File: config.mk
export PLATFORM = sky130hd
export DESIGN_NAME = jtgng_objdma_flat
export DESIGN_NICKNAME = d
export VERILOG_FILES = /design/src/rtl/jtgng_objdma_if.sv /design/src/rtl/jtgng_objdma.sv /design/src/flat_wrapper.sv
export SDC_FILE = /design/constraint.sdc
export NUM_CORES = 1
export LEC_CHECK = 0
export CORE_ASPECT_RATIO = 0.5
export CORE_MARGIN = 5
export CORE_UTILIZATION = 55
export CTS_BUF_LIST = sky130_fd_sc_hd__clkbuf_4
export DETAILED_ROUTE_END_ITERATION = 6
export GPL_TIMING_DRIVEN = 0
export PLACE_DENSITY = 0.92
export SLEW_MARGIN = 20
export SYNTH_ARGS = -nofsm -noshare
export SYNTH_HDL_FRONTEND = slang
export SYNTH_SLANG_ARGS = --single-unit
File: constraint.sdc
create_clock -name clk -period 6.35 [get_ports clk]
set_input_delay 1.5875 -clock clk [delete_from_list [all_inputs] [get_ports clk]]
set_output_delay 1.5875 -clock clk [all_outputs]
set_load 0.02 [all_outputs]
File: src/rtl/jtgng_objdma_if.sv
// Object DMA port bundle: timing/enable inputs and RAM read data in, halt request and buffer write port out.
// master = DMA engine side, slave = CPU/RAM/buffer side.
interface jtgng_objdma_if;
    logic       cen6;
    logic       LVBL;
    logic       bus_ack;
    logic [7:0] ram_dout;
    logic       bus_req;
    logic       blcnten;
    logic [8:0] obj_AB;
    logic       buf_we;
    logic [8:0] buf_addr;
    logic [7:0] buf_din;
    logic       dma_done;

    modport master (
        input  cen6, LVBL, bus_ack, ram_dout,
        output bus_req, blcnten, obj_AB, buf_we, buf_addr, buf_din, dma_done
    );

    modport slave (
        output cen6, LVBL, bus_ack, ram_dout,
        input  bus_req, blcnten, obj_AB, buf_we, buf_addr, buf_din, dma_done
    );
endinterface

File: src/rtl/jtgng_objdma.sv
// Copies OBJMAX+1 object RAM bytes into the sprite buffer each vertical blank; bus_req rises one cen6 tick after the LVBL fall.
// Waits in REQ for bus_ack with no timeout; each buffer write trails its read address by one tick, final write in FLUSH.
module jtgng_objdma #(
    parameter logic [8:0] OBJMAX = 9'h17F
) (
    input  logic           clk,
    input  logic           rst_n,
    jtgng_objdma_if.master bus
);
    typedef enum logic [1:0] {IDLE, REQ, COPY, FLUSH} state_t;

    state_t     state, state_nx;
    logic       last_lvbl;
    logic       armed, armed_nx;
    logic       start;
    logic       bus_req_q, bus_req_nx;
    logic       blcnten_q, blcnten_nx;
    logic [8:0] obj_ab_q, obj_ab_nx;
    logic       buf_we_q, buf_we_nx;
    logic [8:0] buf_addr_q, buf_addr_nx;
    logic [7:0] buf_din_q, buf_din_nx;
    logic       dma_done_q, dma_done_nx;

    // last_lvbl resets high, so armed blocks a copy until LVBL has been seen high once after reset
    assign start = armed & last_lvbl & ~bus.LVBL;

    always_ff @(posedge clk or negedge rst_n) begin
        if (!rst_n) begin
            state      <= IDLE;
            last_lvbl  <= 1'b1;
            armed      <= 1'b0;
            bus_req_q  <= 1'b0;
            blcnten_q  <= 1'b0;
            obj_ab_q   <= '0;
            buf_we_q   <= 1'b0;
            buf_addr_q <= '0;
            buf_din_q  <= '0;
            dma_done_q <= 1'b0;
        end else if (bus.cen6) begin
            state      <= state_nx;
            last_lvbl  <= bus.LVBL;
            armed      <= armed_nx;
            bus_req_q  <= bus_req_nx;
            blcnten_q  <= blcnten_nx;
            obj_ab_q   <= obj_ab_nx;
            buf_we_q   <= buf_we_nx;
            buf_addr_q <= buf_addr_nx;
            buf_din_q  <= buf_din_nx;
            dma_done_q <= dma_done_nx;
        end
    end

    always_comb begin
        state_nx    = state;
        armed_nx    = armed | bus.LVBL;
        bus_req_nx  = bus_req_q;
        blcnten_nx  = blcnten_q;
        obj_ab_nx   = obj_ab_q;
        buf_we_nx   = 1'b0;
        buf_addr_nx = buf_addr_q;
        buf_din_nx  = buf_din_q;
        dma_done_nx = 1'b0;

        case (state)
            IDLE: begin
                bus_req_nx = 1'b0;
                blcnten_nx = 1'b0;
                if (start) begin
                    state_nx   = REQ;
                    bus_req_nx = 1'b1;
                end
            end
            REQ: begin
                bus_req_nx = 1'b1;
                if (bus.bus_ack) begin
                    state_nx   = COPY;
                    blcnten_nx = 1'b1;
                    obj_ab_nx  = '0;
                end
            end
            COPY: begin
                bus_req_nx = 1'b1;
                blcnten_nx = 1'b1;
                // ram_dout now holds the byte for the previous address; the first COPY tick has none yet
                if (obj_ab_q != '0) begin
                    buf_we_nx   = 1'b1;
                    buf_addr_nx = obj_ab_q - 9'd1;
                    buf_din_nx  = bus.ram_dout;
                end
                if (obj_ab_q == OBJMAX) begin
                    state_nx = FLUSH;
                end else begin
                    obj_ab_nx = obj_ab_q + 9'd1;
                end
            end
            FLUSH: begin
                state_nx    = IDLE;
                bus_req_nx  = 1'b0;
                blcnten_nx  = 1'b0;
                buf_we_nx   = 1'b1;
                buf_addr_nx = OBJMAX;
                buf_din_nx  = bus.ram_dout;
                dma_done_nx = 1'b1;
            end
            default: begin
                state_nx   = IDLE;
                bus_req_nx = 1'b0;
                blcnten_nx = 1'b0;
            end
        endcase
    end

    assign bus.bus_req  = bus_req_q;
    assign bus.blcnten  = blcnten_q;
    assign bus.obj_AB   = obj_ab_q;
    assign bus.buf_we   = buf_we_q;
    assign bus.buf_addr = buf_addr_q;
    assign bus.buf_din  = buf_din_q;
    assign bus.dma_done = dma_done_q;
endmodule
File: src/flat_wrapper.sv
// flat-port wrapper written by rule: the top's interface ports become plain ports
module jtgng_objdma_flat 
#(
    parameter logic [8:0] OBJMAX = 9'h17F
)
  (clk, rst_n, bus_cen6, bus_LVBL, bus_bus_ack, bus_ram_dout, bus_bus_req, bus_blcnten, bus_obj_AB, bus_buf_we, bus_buf_addr, bus_buf_din, bus_dma_done);
  jtgng_objdma_if bus_i ();
  input  logic clk;
  input  logic rst_n;
  input wire logic [$bits(bus_i.cen6)-1:0] bus_cen6;
  input wire logic [$bits(bus_i.LVBL)-1:0] bus_LVBL;
  input wire logic [$bits(bus_i.bus_ack)-1:0] bus_bus_ack;
  input wire logic [$bits(bus_i.ram_dout)-1:0] bus_ram_dout;
  output wire logic [$bits(bus_i.bus_req)-1:0] bus_bus_req;
  output wire logic [$bits(bus_i.blcnten)-1:0] bus_blcnten;
  output wire logic [$bits(bus_i.obj_AB)-1:0] bus_obj_AB;
  output wire logic [$bits(bus_i.buf_we)-1:0] bus_buf_we;
  output wire logic [$bits(bus_i.buf_addr)-1:0] bus_buf_addr;
  output wire logic [$bits(bus_i.buf_din)-1:0] bus_buf_din;
  output wire logic [$bits(bus_i.dma_done)-1:0] bus_dma_done;
  assign bus_i.cen6 = bus_cen6;
  assign bus_i.LVBL = bus_LVBL;
  assign bus_i.bus_ack = bus_bus_ack;
  assign bus_i.ram_dout = bus_ram_dout;
  assign bus_bus_req = bus_i.bus_req;
  assign bus_blcnten = bus_i.blcnten;
  assign bus_obj_AB = bus_i.obj_AB;
  assign bus_buf_we = bus_i.buf_we;
  assign bus_buf_addr = bus_i.buf_addr;
  assign bus_buf_din = bus_i.buf_din;
  assign bus_dma_done = bus_i.dma_done;
  jtgng_objdma #(.OBJMAX(OBJMAX)) u_core (.clk(clk), .rst_n(rst_n), .bus(bus_i));
endmodule
==> flow_metrics.env <==
export IMPL_num_vias=1476
export IMPL_final_util_pct=76.6
export IMPL_dieArea_um2=4480
export IMPL_drt_total_wl_um=4260
export IMPL_seq_area_um2=852
export IMPL_crit_path_start_kind="register"
export IMPL_drtAntennaViolNets=0
export IMPL_rr_endpoint="u_core.bus.buf_din[6]"
export IMPL_setup_violations=0
export IMPL_tns_ns=0
export IMPL_post_cts_buffers=0
export IMPL_gr_total_overflow=0
export IMPL_clk_pin_slew_ns=0.11
export IMPL_first_iter_violations=82
export IMPL_arrival_ns=1.53
export IMPL_die_w_um=89.8
export IMPL_grt_use_total_pct=19.9
export IMPL_row_count=14
export IMPL_fp_dieH_um=49.9
export IMPL_synth_top_cell_by_area="dfrtp_1"
export IMPL_crit_cells=1
export IMPL_diodes=0
export IMPL_leakage_nw=0.962
export IMPL_dr_pass1_iters=4
export IMPL_crit_chain="clkdlybuf4s50_1"
export IMPL_cts_max_level=2
export IMPL_vdd_ir_drop_max_mv=0.322
export IMPL_placed_area_um2=2240
export IMPL_synth_top_area_share_pct=47.1
export IMPL_cp_endpoint="bus_obj_AB[7]"
export IMPL_crit_family="buffers and inverters"
export IMPL_clock_skew_final_ns=0.00999
export IMPL_grt_pass1_vias=1450
export IMPL_wl_per_cell_um=16.5
export IMPL_synth_area_leaders="dfrtp_1, mux2_2, ha_1, a31oi_1, xnor2_1"
export IMPL_crit_path_max_incr_delay_ns=0.67
export IMPL_yosys_warnings=0
export IMPL_core_area_um2=3030
export IMPL_timing_rr_start="u_core.state[0]"
export IMPL_r2r_cells=7
export IMPL_layout_commonest_cell="clkdlybuf4s50_1"
export IMPL_clockBufferDepth=2
export IMPL_clk_latency_ns=0.36
export IMPL_ctsResizeCount=0
export IMPL_dp_hpwl_um=3170
export IMPL_clkSinkCount=34
export IMPL_num_io_pins=43
export IMPL_most_common_layout_cells="clkdlybuf4s50_1, dfrtp_1, nor2_1, a31oi_1"
export IMPL_p_per_area_nw_per_um2=528
export IMPL_crit_type="register to output port"
export IMPL_syn_to_final_growth_pct=32.4
export IMPL_hold_path_class="register to register"
export IMPL_tritoncts="built"
export IMPL_fmax_mhz=320
export IMPL_end_kind="output port"
export IMPL_setup_worst_path_start="u_core.bus.obj_AB[7]"
export IMPL_rsz0062_at_grt="false"
export IMPL_stdcell_count=258
export IMPL_dp_cells=250
export IMPL_synth_edf_count=0
export IMPL_port_buffers=42
export IMPL_synth_distinct_cells=42
export IMPL_postCtsHoldBufs=0
export IMPL_fillers=203
export IMPL_worst_pin_slew_ns=0.489
export IMPL_syn_cell_area_um2=1750
export IMPL_drcViolationCount=0
export IMPL_ys_seq_elements=34
export IMPL_fin_crit_ns=3.12
export IMPL_slew_limit_headroom_pct=67.4
export IMPL_root_buffer="clkbuf_4"
export IMPL_grt_pass1_wl_um=7020
export IMPL_syn_avg_cell_area_um2=10.5
export IMPL_cp_slowest_cell="clkdlybuf4s50_1"
export IMPL_worstPathMaxFanout=8
export IMPL_worst_slack_ns=3.23
export IMPL_critPathBufInv=1
export IMPL_gp_congestion=0.764
export IMPL_fin_area_um2=2320
export IMPL_syn_inst=167
export IMPL_viasPerCell=5.72
export IMPL_critical_path_required_ns=4.76
export IMPL_post_route_period_util_pct=49.2
export IMPL_dp_slack_ns=2.91
export IMPL_final_nets=237
export IMPL_grt_start_max_net_pins=31
export IMPL_status="completed"
export IMPL_antenna_found_initial=0
export IMPL_synth_flop_cell="dfrtp_1"
export IMPL_start_util_pct=57.8
export IMPL_cts_made_buffers=5
export IMPL_hold_ws_ns=0.472
export IMPL_yosysSeqAreaShare_pct=48.6
export IMPL_finalMaxSlewViolations=0
export IMPL_p_total_mw=1.23
export IMPL_ff2ff_setup_slack_ns=3.90
export IMPL_async_flop_share_pct=100
export IMPL_multi_input_area_um2=815
export IMPL_drive_above_1_share_pct=15.6
export IMPL_hold_viol_final=0
export IMPL_synth_net_count=187
export IMPL_maxCapViolCount=0
==> where the power goes <==
group	total, mW	switching [mW]	internal (mW)
sequential	0.371	0.0649	0.306
combinational	0.688	0.368	0.321
clock	0.166	0.0837	0.0825
==> synthesized netlist by cell type (all sizes together), types with 2 or more instances <==
| master | number |
|---|---|
| nand3 | 3 |
| o22ai | 2 |
| nand2b | 4 |
| clkbuf | 4 |
| dfrtp | 33 |
| nor3b | 2 |
| nand4 | 2 |
| inv | 8 |
| nand2 | 11 |
| o21ai | 6 |
| nor2 | 13 |
| mux2i | 2 |
| a31oi | 14 |
| nor3 | 2 |
| a21oi | 9 |
| buf | 7 |
| xnor2 | 6 |
| nor2b | 2 |
| mux2 | 11 |
| ha | 7 |
==> cell families after synthesis <==
family / count (synthesis) / share of synthesized area [%]
muxes: 13 / 8.21
buffers and inverters: 20 / 4.92
AOI/OAI and AO/OA: 40 / 15.8
DFF: 34 / 48.6
and+or+nand+nor: 46 / 13.9
adders and majority gates: 7 / 5.00
xor gates and xnor gates: 7 / 3.50
==> area by class of cell <==
type	instances	area share [%]
buffer	11	2.26
clock buffer	5	1.62
clock inverter	3	1.94
inverter	9	1.46
multi-input combinational	113	35.1
sequential	34	36.7
tap	40	2.16
timing repair buffer	43	18.8
==> metal layers <==
metal	up-vias	wire length, µm	global-route usage [%]
met5	-	0	0
li1	690	-	-
met2	65	2150	34.5
met3	13	270	5.32
met4	0	110	9.80
met1	708	1730	23.1
==> flip-flops by register name, summed over array words and instances, names as in the netlist <==
signal,flops
u_core.state,2
u_core.bus.buf_we,1
u_core.bus.dma_done,1
u_core.armed,1
u_core.last_lvbl,1
u_core.bus.buf_din,8
u_core.bus.blcnten,1
u_core.bus.buf_addr,9
u_core.bus.obj_AB,9
u_core.bus.bus_req,1
==> how the worst min path moves through the flow <==
stage | cells past startpoint | from | end | slack (ns)
floorplan | 1 | u_core.armed | u_core.armed | 0.43
global placement | 1 | u_core.armed | u_core.armed | 0.44
detailed placement | 1 | u_core.armed | u_core.armed | 0.44
CTS | 1 | u_core.armed | u_core.armed | 0.47
global route | 1 | u_core.armed | u_core.armed | 0.48
finish | 1 | u_core.armed | u_core.armed | 0.47
Power figures use the tool's default switching activity.
